## src/rtl/frame_sequencer.sv

```systemverilog
// frame_sequencer: per-frame scheduler. Derives the frame tick, fires one
// game-logic step per frame, then sweeps every pixel coordinate once with a
// plot strobe. Dropped ticks and hung logic steps are reported.
module frame_sequencer #(
    parameter int unsigned FRAME_CYCLES  = 833334,
    parameter int unsigned XMAX          = 159,
    parameter int unsigned YMAX          = 119,
    parameter int unsigned LOGIC_TIMEOUT = 1024
) (
    input  logic       clk,
    input  logic       reset,
    input  logic       enable,
    input  logic       freeze,
    input  logic       logic_done,
    output logic       logic_step,
    output logic [7:0] x,
    output logic [7:0] y,
    output logic       plot,
    output logic       frame_done,
    output logic       busy,
    output logic       logic_timeout,
    output logic [7:0] overrun_count
);

    localparam int unsigned TICK_W = (FRAME_CYCLES > 1) ? $clog2(FRAME_CYCLES) : 1;
    localparam int unsigned WAIT_W = $clog2(LOGIC_TIMEOUT + 1);

    localparam logic [TICK_W-1:0] TICK_LAST = TICK_W'(FRAME_CYCLES - 1);
    localparam logic [WAIT_W-1:0] WAIT_LAST = WAIT_W'(LOGIC_TIMEOUT);
    localparam logic [7:0]        X_LAST    = 8'(XMAX);
    localparam logic [7:0]        Y_LAST    = 8'(YMAX);

    typedef enum logic [2:0] {
        S_IDLE       = 3'd0,
        S_LOGIC      = 3'd1,
        S_LOGIC_WAIT = 3'd2,
        S_RENDER     = 3'd3,
        S_DONE       = 3'd4
    } state_t;

    state_t            r_state;
    logic [TICK_W-1:0] r_tick_cnt;
    logic [WAIT_W-1:0] r_wait_cnt;
    logic              r_logic_step;
    logic [7:0]        r_x;
    logic [7:0]        r_y;
    logic              r_plot;
    logic              r_frame_done;
    logic              r_busy;
    logic              r_logic_timeout;
    logic [7:0]        r_overrun_count;
    logic              w_tick;

    assign w_tick = (r_tick_cnt == TICK_LAST);

    // Free-running frame tick counter, independent of enable.
    always_ff @(posedge clk) begin
        if (reset) begin
            r_tick_cnt <= '0;
        end else if (w_tick) begin
            r_tick_cnt <= '0;
        end else begin
            r_tick_cnt <= r_tick_cnt + TICK_W'(1);
        end
    end

    // Frame FSM with registered outputs; outputs are set on the transition
    // into the state that owns them so they line up with that state.
    always_ff @(posedge clk) begin
        if (reset) begin
            r_state         <= S_IDLE;
            r_wait_cnt      <= '0;
            r_logic_step    <= 1'b0;
            r_x             <= 8'd0;
            r_y             <= 8'd0;
            r_plot          <= 1'b0;
            r_frame_done    <= 1'b0;
            r_busy          <= 1'b0;
            r_logic_timeout <= 1'b0;
            r_overrun_count <= 8'd0;
        end else begin
            r_logic_step <= 1'b0;
            r_frame_done <= 1'b0;

            // A tick that arrives while a frame is in flight is dropped.
            if (w_tick && (r_state != S_IDLE) && (r_overrun_count != 8'hFF)) begin
                r_overrun_count <= r_overrun_count + 8'd1;
            end

            case (r_state)
                S_IDLE: begin
                    if (w_tick && enable) begin
                        r_busy <= 1'b1;
                        if (freeze) begin
                            r_state <= S_RENDER;
                            r_plot  <= 1'b1;
                            r_x     <= 8'd0;
                            r_y     <= 8'd0;
                        end else begin
                            r_state      <= S_LOGIC;
                            r_logic_step <= 1'b1;
                        end
                    end
                end
                S_LOGIC: begin
                    // Counter holds the number of wait cycles including the current one.
                    r_state    <= S_LOGIC_WAIT;
                    r_wait_cnt <= WAIT_W'(1);
                end
                S_LOGIC_WAIT: begin
                    if (logic_done) begin
                        r_state <= S_RENDER;
                        r_plot  <= 1'b1;
                        r_x     <= 8'd0;
                        r_y     <= 8'd0;
                    end else if (r_wait_cnt == WAIT_LAST) begin
                        r_state         <= S_RENDER;
                        r_plot          <= 1'b1;
                        r_x             <= 8'd0;
                        r_y             <= 8'd0;
                        r_logic_timeout <= 1'b1;
                    end else begin
                        r_wait_cnt <= r_wait_cnt + WAIT_W'(1);
                    end
                end
                S_RENDER: begin
                    if (r_x == X_LAST) begin
                        r_x <= 8'd0;
                        if (r_y == Y_LAST) begin
                            r_state      <= S_DONE;
                            r_plot       <= 1'b0;
                            r_frame_done <= 1'b1;
                            r_y          <= 8'd0;
                        end else begin
                            r_y <= r_y + 8'd1;
                        end
                    end else begin
                        r_x <= r_x + 8'd1;
                    end
                end
                S_DONE: begin
                    r_state <= S_IDLE;
                    r_busy  <= 1'b0;
                end
                default: begin
                    r_state <= S_IDLE;
                    r_busy  <= 1'b0;
                    r_plot  <= 1'b0;
                end
            endcase
        end
    end

    assign logic_step    = r_logic_step;
    assign x             = r_x;
    assign y             = r_y;
    assign plot          = r_plot;
    assign frame_done    = r_frame_done;
    assign busy          = r_busy;
    assign logic_timeout = r_logic_timeout;
    assign overrun_count = r_overrun_count;

endmodule

```

## config.mk

```make
export PLATFORM = sky130hd
export DESIGN_NAME = frame_sequencer
export DESIGN_NICKNAME = d
export VERILOG_FILES = /design/src/rtl/frame_sequencer.sv
export SDC_FILE = /design/constraint.sdc
export NUM_CORES = 1
export LEC_CHECK = 0
export ABC_CLOCK_PERIOD_IN_PS = 2000
export CAP_MARGIN = 20
export CORE_MARGIN = 4
export CORE_UTILIZATION = 51
export DETAILED_ROUTE_END_ITERATION = 6
export MAX_ROUTING_LAYER = met4
export PLACE_DENSITY = 0.76
export SLEW_MARGIN = 20
export SYNTH_ARGS = -nofsm -noshare
export SYNTH_HDL_FRONTEND = slang
export SYNTH_SLANG_ARGS = --single-unit
```

## constraint.sdc

```tcl
create_clock -name clk -period 2 [get_ports clk]
set_clock_uncertainty 0.05 [all_clocks]
set_input_delay 0.3 -clock clk [delete_from_list [all_inputs] [get_ports clk]]
set_output_delay 0.3 -clock clk [all_outputs]
set_load 0.01 [all_outputs]
```

==> results.tsv <==
metric	value	unit
async_reset_ff_share	0	%
coreArea	6026	sq um
slew_viol_final	0	
synth_top_area_share	39.21	%
antenna_found_initial	0	
power.internal	1913	uW
ys_seq_area_share	39.21	%
pre_cts_slack	-0.3561	ns
grt_pass1_wl	14580	um
area_growth	45.70	%
whs	0.4435	ns
finalSetupViolCount	17	
critical_path_class	flop to flop	
slew_headroom	70.68	%
hold_violations	0	
drv_cap	0	
port_buffers	33	
syn_nets	398	
cts.htree.levels	3	
first_iter_violations	216	
critPathRequiredTime	2.22	ns
root_buffer	clkbuf_8	
nets	511	
post-dp-hpwl	6158	um
synth_edf_count	0	
grt_max_degree	30	
cts_hold_buf	0	
outcome	finished with violations	
drc	0	
hold_path_class	flop to flop	
syn_inst	386	
combPwrFrac	4.1	%
pwr-share-seq	50.8	%
synth_flop_cell	dfxtp_1	
timing.final.crit_share	107.2	%
final_antenna_net_count	0	
setup_tns	-1.200	ns
critPathLaunchType	flop	
p_sw	572.6	uW
grt_usage	24.64	%
wirelength	9422	um
die_area	7642	sq um
diodes	0	
endpoint_kind	flop	
power	2486	uW
critPathMaxFanout	5	
vias	3418	
fp.dieW	87.42	um
netlist_top_cells_count	63 x dfxtp_1, 47 x nor2_1, 37 x nand2_1	
synth_area	3217	sq um
wl_per_cell	16.27	um
ys_ff_latch	63	
cts-buffers-inserted	9	
die_y	87.42	um
num_io_pins	34	
vias_per_cell	5.903	
synth.area.top_cells	dfxtp_1 39%, nor2_1 5.5%, nand2_1 4.3%	
worst_slack	-0.1441	ns
cts_buffer_depth	2	
clockPowerShare	45.0	%
cts_tree	built	
period_minus_slack	2.144	ns
swShare	23.04	%
ys_warn_count	0	
rrSetupSlack	-0.14	ns
yosysMostFrequentCell	dfxtp_1	
firstDrtPassIters	4	
routabilityCongestion	0.8703	
yosysUniqueCellTypes	59	
fmax	0.4664	GHz
row_count	28	
clkTransAtPathRegs	0.07	ns
clkSinkCount	63	
rsz0062_at_grt	yes	
ir_drop	444.6	uV
power.leakage	0.001693	uW
arrival	2.37	ns
initial_core_util	53.38	%
first_global_vias	3263	
p_per_area	530.3	nW/um^2
grt_overflow	0	
yosysTopAreaCell	dfxtp_1	
violations	negative setup slack	
avgSynthCellArea	8.334	sq um
post-route-util	77.78	%
clock_latency	0.34	ns
drive_above_1_share	30.16	%
worst_pin_slew	0.4382	ns
metrics by stage:
| stage | cell area (sq um) | instances |
|---|---|---|
| 5_1_grt | 4687 | 579 |
| 6_report | 4687 | 579 |
| 3_5_place_dp | 4187 | 550 |
| 3_3_place_gp | 4187 | 550 |
| 2_1_floorplan | 3294 | 386 |
| 4_1_cts | 4522 | 573 |
flip-flops by register name (all words and copies together) (netlist names), 3 cells and up:
register / flops
x: 8
r_wait_cnt: 11
r_tick_cnt: 20
r_state: 3
overrun_count: 8
y: 8
power by group through the flow:
stage | Sequential (uW) | Combinational, uW | Clock, uW
finish | 1260 | 103 | 1120
global route | 1260 | 113 | 1190
CTS | 1260 | 99.5 | 1140
detailed placement | 1290 | 89.9 | 0
global placement | 1290 | 87.8 | 0
floorplan | 1290 | 43.4 | 0
cells in the final DEF, fill, tap and decap left out, drive strengths merged, types with 14 or more instances in the layout:
| master | count |
|---|---|
| a21oi | 23 |
| clkdlybuf4s50 | 33 |
| buf | 81 |
| nand2 | 37 |
| nor3 | 15 |
| o21ai | 20 |
| dfxtp | 63 |
| nand3 | 22 |
| nor2 | 47 |
| or3 | 14 |
final cells by class:
| cell class | instances | area [sq um] |
|---|---|---|
| tap | 75 | 93.84 |
| clock buffer | 11 | 141.4 |
| clock inverter | 5 | 57.56 |
| inverter | 12 | 45.04 |
| multi-input combinational | 299 | 2082 |
| timing repair buffer | 114 | 997.2 |
| fill | 391 | 1339 |
| sequential | 63 | 1270 |
kinds of logic (layout without fill, tap and decap cells):
| logic type | count (synthesis) | after routing | synth area share (%) |
|---|---|---|---|
| buf+inv | 24 | 142 | 2.917 |
| flops | 63 | 63 | 39.21 |
| mux | 3 | 3 | 1.011 |
| xor+xnor | 19 | 19 | 5.173 |
| compound gates | 81 | 81 | 16.88 |
| fa+ha+maj | 7 | 7 | 2.723 |
| simple gates | 189 | 189 | 32.09 |
per-layer routing:
layer | track usage (%) | wire [um] | up-vias
li1 | - | - | 1648
met1 | 28.99 | 3985 | 1639
met2 | 40.89 | 4812 | 115
met3 | 6.149 | 485 | 16
met4 | 8.368 | 139 | 0
met5 | - | 0 | -
final timing paths:
path | startpoint | endpoint | depth (start not counted)
worst min-delay path | r_wait_cnt[10]$_SDFFE_PP0P_ | r_wait_cnt[10]$_SDFFE_PP0P_ | 2
worst max register to register | r_wait_cnt[0]$_SDFFE_PP0P_ | x[3]$_SDFFE_PP0P_ | 8
worst max-delay path | r_wait_cnt[0]$_SDFFE_PP0P_ | x[3]$_SDFFE_PP0P_ | 8
worst min register to register | r_wait_cnt[10]$_SDFFE_PP0P_ | r_wait_cnt[10]$_SDFFE_PP0P_ | 2
repair_timing:
action	in CTS	in global routing
setup buffers	7	6
gates resized for setup	23	27
pin swaps	11	15
endpoints found under the hold margin	0	0
endpoints found under the setup margin	32	36
critical path, cell delays in order, from the launching register on:
cell	delay (ns)
dfxtp_2	0.33
inv_2	0.07
ha_4	0.14
nor4b_4	0.29
a31oi_4	0.17
or2_4	0.28
buf_6	0.13
or4_1	0.50
a21oi_1	0.13
No activity file was read; power rests on OpenSTA's default activity.
